## src/rtl/cpu_boot_pkg.sv

```systemverilog
// Shared boot-loader types: FSM state encoding and default memory geometry.
package cpu_boot_pkg;

   localparam int unsigned IMEM_DEPTH_DEF = 256;
   localparam int unsigned HDR_BYTES      = 2;

   typedef enum logic [2:0] {
      StClear,
      StLenLo,
      StLenHi,
      StData,
      StRun,
      StErr
   } boot_state_e;

endpackage

```

## src/rtl/imem_boot_loader.sv

```systemverilog
// Byte-stream instruction-memory loader: 16-bit word-count header, little-endian words, then
// releases the CPU. Define BOOT_CLEAR_EN to zero the whole memory before accepting the header.
module imem_boot_loader
   import cpu_boot_pkg::*;
#(
   parameter int unsigned IMEM_DEPTH = IMEM_DEPTH_DEF,
   parameter int unsigned AW         = 8
) (
   input  logic          clk_i,
   input  logic          rst_n_i,
   input  logic          byte_valid_i,
   input  logic [7:0]    byte_i,
   output logic          byte_ready_o,
   output logic          imem_we_o,
   output logic [AW-1:0] imem_addr_o,
   output logic [31:0]   imem_data_o,
   output logic          cpu_start_o,
   output logic          err_o
);

   localparam int unsigned CntW = AW + 1;

`ifdef BOOT_CLEAR_EN
   localparam boot_state_e ResetSt = StClear;
`else
   localparam boot_state_e ResetSt = StLenLo;
`endif

   boot_state_e     state_q, state_d;
   logic [7:0]      len_lo_q, len_lo_d;
   logic [15:0]     len_q, len_d;
   logic [CntW-1:0] cnt_q, cnt_d;
   logic [1:0]      bcnt_q, bcnt_d;
   logic [23:0]     shift_q, shift_d;
   logic            ready_q, ready_d;
   logic            we_q, we_d;
   logic [AW-1:0]   addr_q, addr_d;
   logic [31:0]     data_q, data_d;
   logic            start_q, start_d;
   logic            err_q, err_d;

   logic            xfer;
   logic [15:0]     hdr_n;

   assign xfer  = byte_valid_i & ready_q;
   assign hdr_n = {byte_i, len_lo_q};

   always_comb begin
      state_d  = state_q;
      len_lo_d = len_lo_q;
      len_d    = len_q;
      cnt_d    = cnt_q;
      bcnt_d   = bcnt_q;
      shift_d  = shift_q;
      addr_d   = addr_q;
      data_d   = data_q;
      we_d     = 1'b0;

      unique case (state_q)
`ifdef BOOT_CLEAR_EN
         StClear: begin
            we_d   = 1'b1;
            addr_d = cnt_q[AW-1:0];
            data_d = '0;
            if (cnt_q == CntW'(IMEM_DEPTH - 1)) begin
               cnt_d   = '0;
               state_d = StLenLo;
            end else begin
               cnt_d = cnt_q + 1'b1;
            end
         end
`endif
         StLenLo: begin
            if (xfer) begin
               len_lo_d = byte_i;
               state_d  = StLenHi;
            end
         end
         StLenHi: begin
            if (xfer) begin
               len_d = hdr_n;
               if ({1'b0, hdr_n} > 17'(IMEM_DEPTH)) begin
                  state_d = StErr;
               end else if (hdr_n == 16'd0) begin
                  state_d = StRun;
               end else begin
                  state_d = StData;
               end
            end
         end
         StData: begin
            if (we_q) begin
               // Write of the last word is on the bus this cycle; release the CPU next.
               if (16'(cnt_q) == len_q) begin
                  state_d = StRun;
               end
            end else if (xfer) begin
               bcnt_d  = bcnt_q + 1'b1;
               shift_d = {byte_i, shift_q[23:8]};
               if (bcnt_q == 2'd3) begin
                  we_d   = 1'b1;
                  addr_d = cnt_q[AW-1:0];
                  data_d = {byte_i, shift_q};
                  cnt_d  = cnt_q + 1'b1;
               end
            end
         end
         StRun, StErr: begin
            state_d = state_q;
         end
         default: begin
            state_d = StLenLo;
         end
      endcase

      ready_d = (state_d inside {StLenLo, StLenHi, StData}) && !we_d;
      start_d = (state_d == StRun);
      err_d   = (state_d == StErr);
   end

   always_ff @(posedge clk_i or negedge rst_n_i) begin
      if (!rst_n_i) begin
         state_q  <= ResetSt;
         len_lo_q <= '0;
         len_q    <= '0;
         cnt_q    <= '0;
         bcnt_q   <= '0;
         shift_q  <= '0;
         ready_q  <= 1'b0;
         we_q     <= 1'b0;
         addr_q   <= '0;
         data_q   <= '0;
         start_q  <= 1'b0;
         err_q    <= 1'b0;
      end else begin
         state_q  <= state_d;
         len_lo_q <= len_lo_d;
         len_q    <= len_d;
         cnt_q    <= cnt_d;
         bcnt_q   <= bcnt_d;
         shift_q  <= shift_d;
         ready_q  <= ready_d;
         we_q     <= we_d;
         addr_q   <= addr_d;
         data_q   <= data_d;
         start_q  <= start_d;
         err_q    <= err_d;
      end
   end

   assign byte_ready_o = ready_q;
   assign imem_we_o    = we_q;
   assign imem_addr_o  = addr_q;
   assign imem_data_o  = data_q;
   assign cpu_start_o  = start_q;
   assign err_o        = err_q;

endmodule
```

## config.mk

```make
export PLATFORM = sky130hd
export DESIGN_NAME = imem_boot_loader
export DESIGN_NICKNAME = d
export VERILOG_FILES = /design/src/rtl/cpu_boot_pkg.sv /design/src/rtl/imem_boot_loader.sv
export SDC_FILE = /design/constraint.sdc
export NUM_CORES = 1
export LEC_CHECK = 0
export CELL_PAD_IN_SITES_DETAIL_PLACEMENT = 0
export CELL_PAD_IN_SITES_GLOBAL_PLACEMENT = 1
export CORE_MARGIN = 10
export CORE_UTILIZATION = 43
export DETAILED_ROUTE_END_ITERATION = 12
export GPL_ROUTABILITY_DRIVEN = 0
export PLACE_DENSITY_LB_ADDON = 0.15
export SYNTH_ARGS = -nofsm -noshare
export SYNTH_HDL_FRONTEND = slang
export SYNTH_SLANG_ARGS = --single-unit
```

## constraint.sdc

```tcl
create_clock -name clk_i -period 2.22 [get_ports clk_i]
set_input_delay 0.222 -clock clk_i [delete_from_list [all_inputs] [get_ports clk_i]]
set_output_delay 0.222 -clock clk_i [all_outputs]
set_load 0.01 [all_outputs]
```

== Word level (Yosys, flattened, before mapping) ==
Cells that the tools add are included.

* Logic and storage cells: 49
* Input port bits: 11
* Bits in registers: 106

* Equality and inequality tests: 12
* Magnitude comparators: 1
* Reduce and logical (&&, ||, !) cells: 9
* Multiplexer cells: 11
* Bitwise operators: 2
* Add/sub/neg operators: 2

{| class="wikitable"
|+ Operators by type and width
! cell !! count
|-
| 2-to-1 mux 3 bit || 6
|-
| == test 9 x 16 -> 1 bit || 1
|-
| > comparator 16 x 9 -> 1 bit, second input constant || 1
|-
| logical NOT 16 bit || 1
|-
| == test 3 x 2 -> 1 bit, second input constant || 4
|-
| == test 3 bit, second input constant || 4
|-
| case mux 3 bit (4 select lines) || 1
|-
| adder 9 x 1 -> 9 bit, second input constant || 1
|-
| == test 3 x 1 -> 1 bit, second input constant || 2
|-
| 2-to-1 mux 1 bit || 4
|-
| AND reduction 2 bit || 2
|-
| AND reduction 4 bit || 1
|-
| AND reduction 3 bit || 1
|-
| nonzero test 3 bit || 1
|-
| adder 2 x 1 -> 2 bit, second input constant || 1
|-
| == test 2 bit, second input constant || 1
|-
| OR reduction 2 bit || 1
|-
| AND 1 bit || 1
|-
| logical AND 1 bit || 1
|-
| logical NOT 1 bit || 1
|-
| NOT 1 bit || 1
|}

== Longest topological paths before layout ==
* Depth in word-level cells: 8
* Gate-level depth with buffers: 8
* Mapped depth without buffers: 6

== Worst setup path before layout ==
No wires, ideal clock.

* Path kind: flip-flop to flip-flop
* Start point: register state_q[2]
* End point: register len_q[10]
* Setup slack: 0.489 ns
* Arrival: 1.606 ns
* Period minus slack after synthesis: 1.731 ns
* Cell stages (with the launch flop): 5
* Path through: dfrtp_1 -> nand2b_1 -> nor3_2 -> buf_2 -> mux2_2

* Cells in the longest elaborated chain, start to end: 2

{| class="wikitable"
|+ RTL lines
! element !! RTL line !! source
|-
| start: declaration || imem_boot_loader.sv:29 || <nowiki>boot_state_e state_q, state_d;</nowiki>
|-
| start signal: assignment || imem_boot_loader.sv:123 || <nowiki>state_q <= ResetSt;</nowiki>
|-
| start signal: assignment || imem_boot_loader.sv:136 || <nowiki>state_q <= state_d;</nowiki>
|-
| == test 3 x 2 -> 1 bit || imem_boot_loader.sv:59 || <nowiki>unique case (state_q)</nowiki>
|-
| AND reduction 2 bit (no line) || - ||
|-
| end signal: assignment || imem_boot_loader.sv:138 || <nowiki>len_q <= len_d;</nowiki>
|-
| end: declaration || imem_boot_loader.sv:31 || <nowiki>logic [15:0] len_q, len_d;</nowiki>
|}

Every way passes these cells.
A chain may end at the register's enable or synchronous reset.

== Worst setup path in the final report ==
* Start point: register state_q[0]
* End point: register err_q (netlist: err_o)

* Cells in the longest elaborated chain, start to end: 4

{| class="wikitable"
|+ RTL lines
! element !! RTL line !! source
|-
| == test 3 bit / 2-to-1 mux 3 bit (equally long branches) || imem_boot_loader.sv:59, imem_boot_loader.sv:94 ||
|-
| OR reduction 2 bit / 2-to-1 mux 3 bit (equally long branches) || imem_boot_loader.sv:59, imem_boot_loader.sv:92 ||
|-
| case mux 3 bit (4 select lines) * || imem_boot_loader.sv:59 ||
|-
| == test 3 bit * || imem_boot_loader.sv:118 || <nowiki>err_d = (state_d == StErr);</nowiki>
|-
| net err_d || imem_boot_loader.sv:40 || <nowiki>logic err_q, err_d;</nowiki>
|-
| end signal: assignment || imem_boot_loader.sv:147 || <nowiki>err_q <= err_d;</nowiki>
|-
| end: declaration || imem_boot_loader.sv:40 ||
|}

The timed path passes the listed nets; every way through them passes the cells marked *.

==> out/results.tsv <==
metric	value	unit
insertion_delay	360	ps
fin_crit	1897	ps
clk_pin_slew	100	ps
grt_setup_unrepaired	no	
cts_resized	0	
critPathLaunchType	register	
hold_viol_final	0	
grt_usage	13.29	%
p_total	3.202	mW
vias	2912	
vdd_drop_max	0.3404	mV
ys_seq_area_share	62.27	%
grt_overflow	0	
cap_violations	0	
synth_cells	400	
fin_util	53.46	%
cts_root_buf	clkbuf_8	
synth-seq-cells	106	
dp_slack	54.38	ps
dp.cells	584	
ioPinCount	55	
ant_nets	0	
grt_max_degree	44	
hold_path.class	in2async	
dp_hpwl	6.524	mm
p_per_area	615.6	nW/µm²
synth-async-reset-ratio	100.0	%
synth_nets	413	
dieArea	14290	µm²
synth_edf_count	0	
rows	36	
cts_tree	done	
fin_hold_ws	368.3	ps
slew_violations	0	
nets	476	
power_frac_clock	37.3	%
status	completed	
antenna_cells	0	
fmax	527.2	MHz
routed_wirelength	9.067	mm
io_buffers	54	
clock_path_buffers	2	
period_share	85.45	%
die_w	119.6	µm
p_leak	2.747	nW
setup_tns	0	ps
firstDrtPassIters	4	
grt_pass1_vias	2941	
ys.warnings.count	0	
p_sw	0.6922	mW
cts_hold_buf	1	
coreArea	9729	µm²
slew_headroom	67.43	%
power_frac_comb	2.4	%
cts_setup_buffers	0	
cts_buffers	9	
cp_data_arrival_time	2130	ps
drive_above_1_share	14.74	%
p_seq_share	60.3	%
syn2layout_area_growth	22.05	%
switching_share	21.62	%
drt_iter0_drc	212	
path_class	reg2reg	
antenna_found_initial	0	
ys_types	36	
syn_area	4262	µm²
grt_pass1_wl	15.57	mm
finClkSkew	10.96	ps
worst_slew_pin_slew	488.5	ps
start_util	43.80	%
instances_no_fill	601	
chipHeight	119.6	µm
intPower	2.510	mW
wire_per_inst	15.09	µm
drc	0	
cts.sinks	106	
layout_setup_ws	323.1	ps
via_per_inst	4.845	
avgSynthCellArea	10.65	µm²
crit_fanout	6	
finalInstanceArea	5201	µm²
endpoint_kind	register	
ys.flop_type	dfrtp_1	
required	2460	ps
h-tree-depth	3	
placed_cell_area	4989	µm²
setup_viol	0	
-- final cells by class --
type | instances | area (µm²)
fill | 937 | 4528
sequential | 106 | 2654
multi-input combinational | 276 | 1513
timing repair buffer | 68 | 658.1
tap | 133 | 166.4
clock buffer | 10 | 137.6
clock inverter | 6 | 65.06
inverter | 2 | 7.507
-- placed cells by master (no fill, tap or decap), types with 2 or more instances in the layout --
cell | Yosys | routed
nand3_1 | 2 | 2
nor2b_1 | 2 | 2
ha_1 | 2 | 2
xor2_1 | 11 | 11
mux2_2 | 32 | 32
dfrtp_1 | 105 | 105
nor3_1 | 4 | 4
clkdlybuf4s50_1 | 0 | 53
clkinv_2 | 0 | 2
nor4_1 | 5 | 5
nand4_1 | 4 | 4
clkbuf_8 | 0 | 10
nand2_1 | 180 | 180
a21oi_1 | 2 | 2
or3_1 | 2 | 2
o31ai_1 | 2 | 2
and3_1 | 4 | 4
xnor2_1 | 7 | 7
nor2_1 | 4 | 4
buf_4 | 4 | 13
-- final timing paths --
| check | endpoint | slack (ps) | startpoint | cells after the start |
|---|---|---|---|---|
| hold / removal | imem_data_o[5] | 370 | rst_n_i | 2 |
| setup reg to reg | err_o | 320 | state_q[0] | 5 |
| hold reg to reg | imem_data_o[7] | 480 | shift_q[7] | 2 |
| max in group asynchronous | len_q[14] | 1110 | rst_n_i | 3 |
| setup / recovery | err_o | 320 | state_q[0] | 5 |
| min in group clk_i | imem_data_o[7] | 480 | shift_q[7] | 2 |
-- cell families (layout without fill, tap and decap cells) --
family | count (synthesis) | count (layout) | synth area share, %
simple gates | 216 | 216 | 21.43
flops | 106 | 106 | 62.27
mux | 32 | 32 | 8.456
xor+xnor | 18 | 18 | 3.699
buf+inv | 18 | 86 | 2.231
compound gates | 8 | 8 | 1.321
fa+ha+maj | 2 | 2 | 0.5871
-- power groups by stage --
stage / Sequential [mW] / Clock (mW) / Combinational, mW
global placement: 1.97 / 0 / 0.0804
finish: 1.93 / 1.20 / 0.0777
global route: 1.93 / 1.33 / 0.0883
floorplan: 1.97 / 0 / 0.00304
detailed placement: 1.97 / 0 / 0.0810
CTS: 1.93 / 1.24 / 0.0824
-- metal layers --
layer | track usage (%) | up-vias | share of wire [%] | wire length, µm
li1 | - | 1413 | - | -
met1 | 19.01 | 1429 | 50 | 4513
met2 | 19.39 | 62 | 44 | 3963
met3 | 2.907 | 8 | 5.3 | 480
met4 | 4.751 | 0 | 1.2 | 110
met5 | 0 | - | 0 | 0
-- synth_stat cells, types with 2 or more instances --
library cell  number  share of area [%]
nor2_1             4               0.35
ha_1               2               0.59
nand4_1            4               0.59
nor3_1             4               0.47
mux2_2            32                8.5
buf_2              4               0.47
xor2_1            11                2.3
nand2_1          180                 16
buf_4              4               0.70
o31ai_1            2               0.35
a21oi_1            2               0.23
clkbuf_1           7               0.62
and3_1             4               0.59
nor4_1             5               0.73
nand3_1            2               0.23
dfrtp_1          105                 62
xnor2_1            7                1.4
nor2b_1            2               0.29
or3_1              2               0.29
-- registers in the layout, indices dropped and copies added, names as in the netlist, 2 cells and up --
name         flops
imem_data_o     32
shift_q         24
len_q           16
cnt_q            9
imem_addr_o      8
len_lo_q         8
state_q          3
bcnt_q           2
-- worst max-delay path: stages (launching register included) --
cell and delay (ps):
dfstp_2 610, nor4b_1 260, and4_1 300, nand3_1 90, o221a_2 320, and3_1 200
No activity file was read; power rests on OpenSTA's default activity.
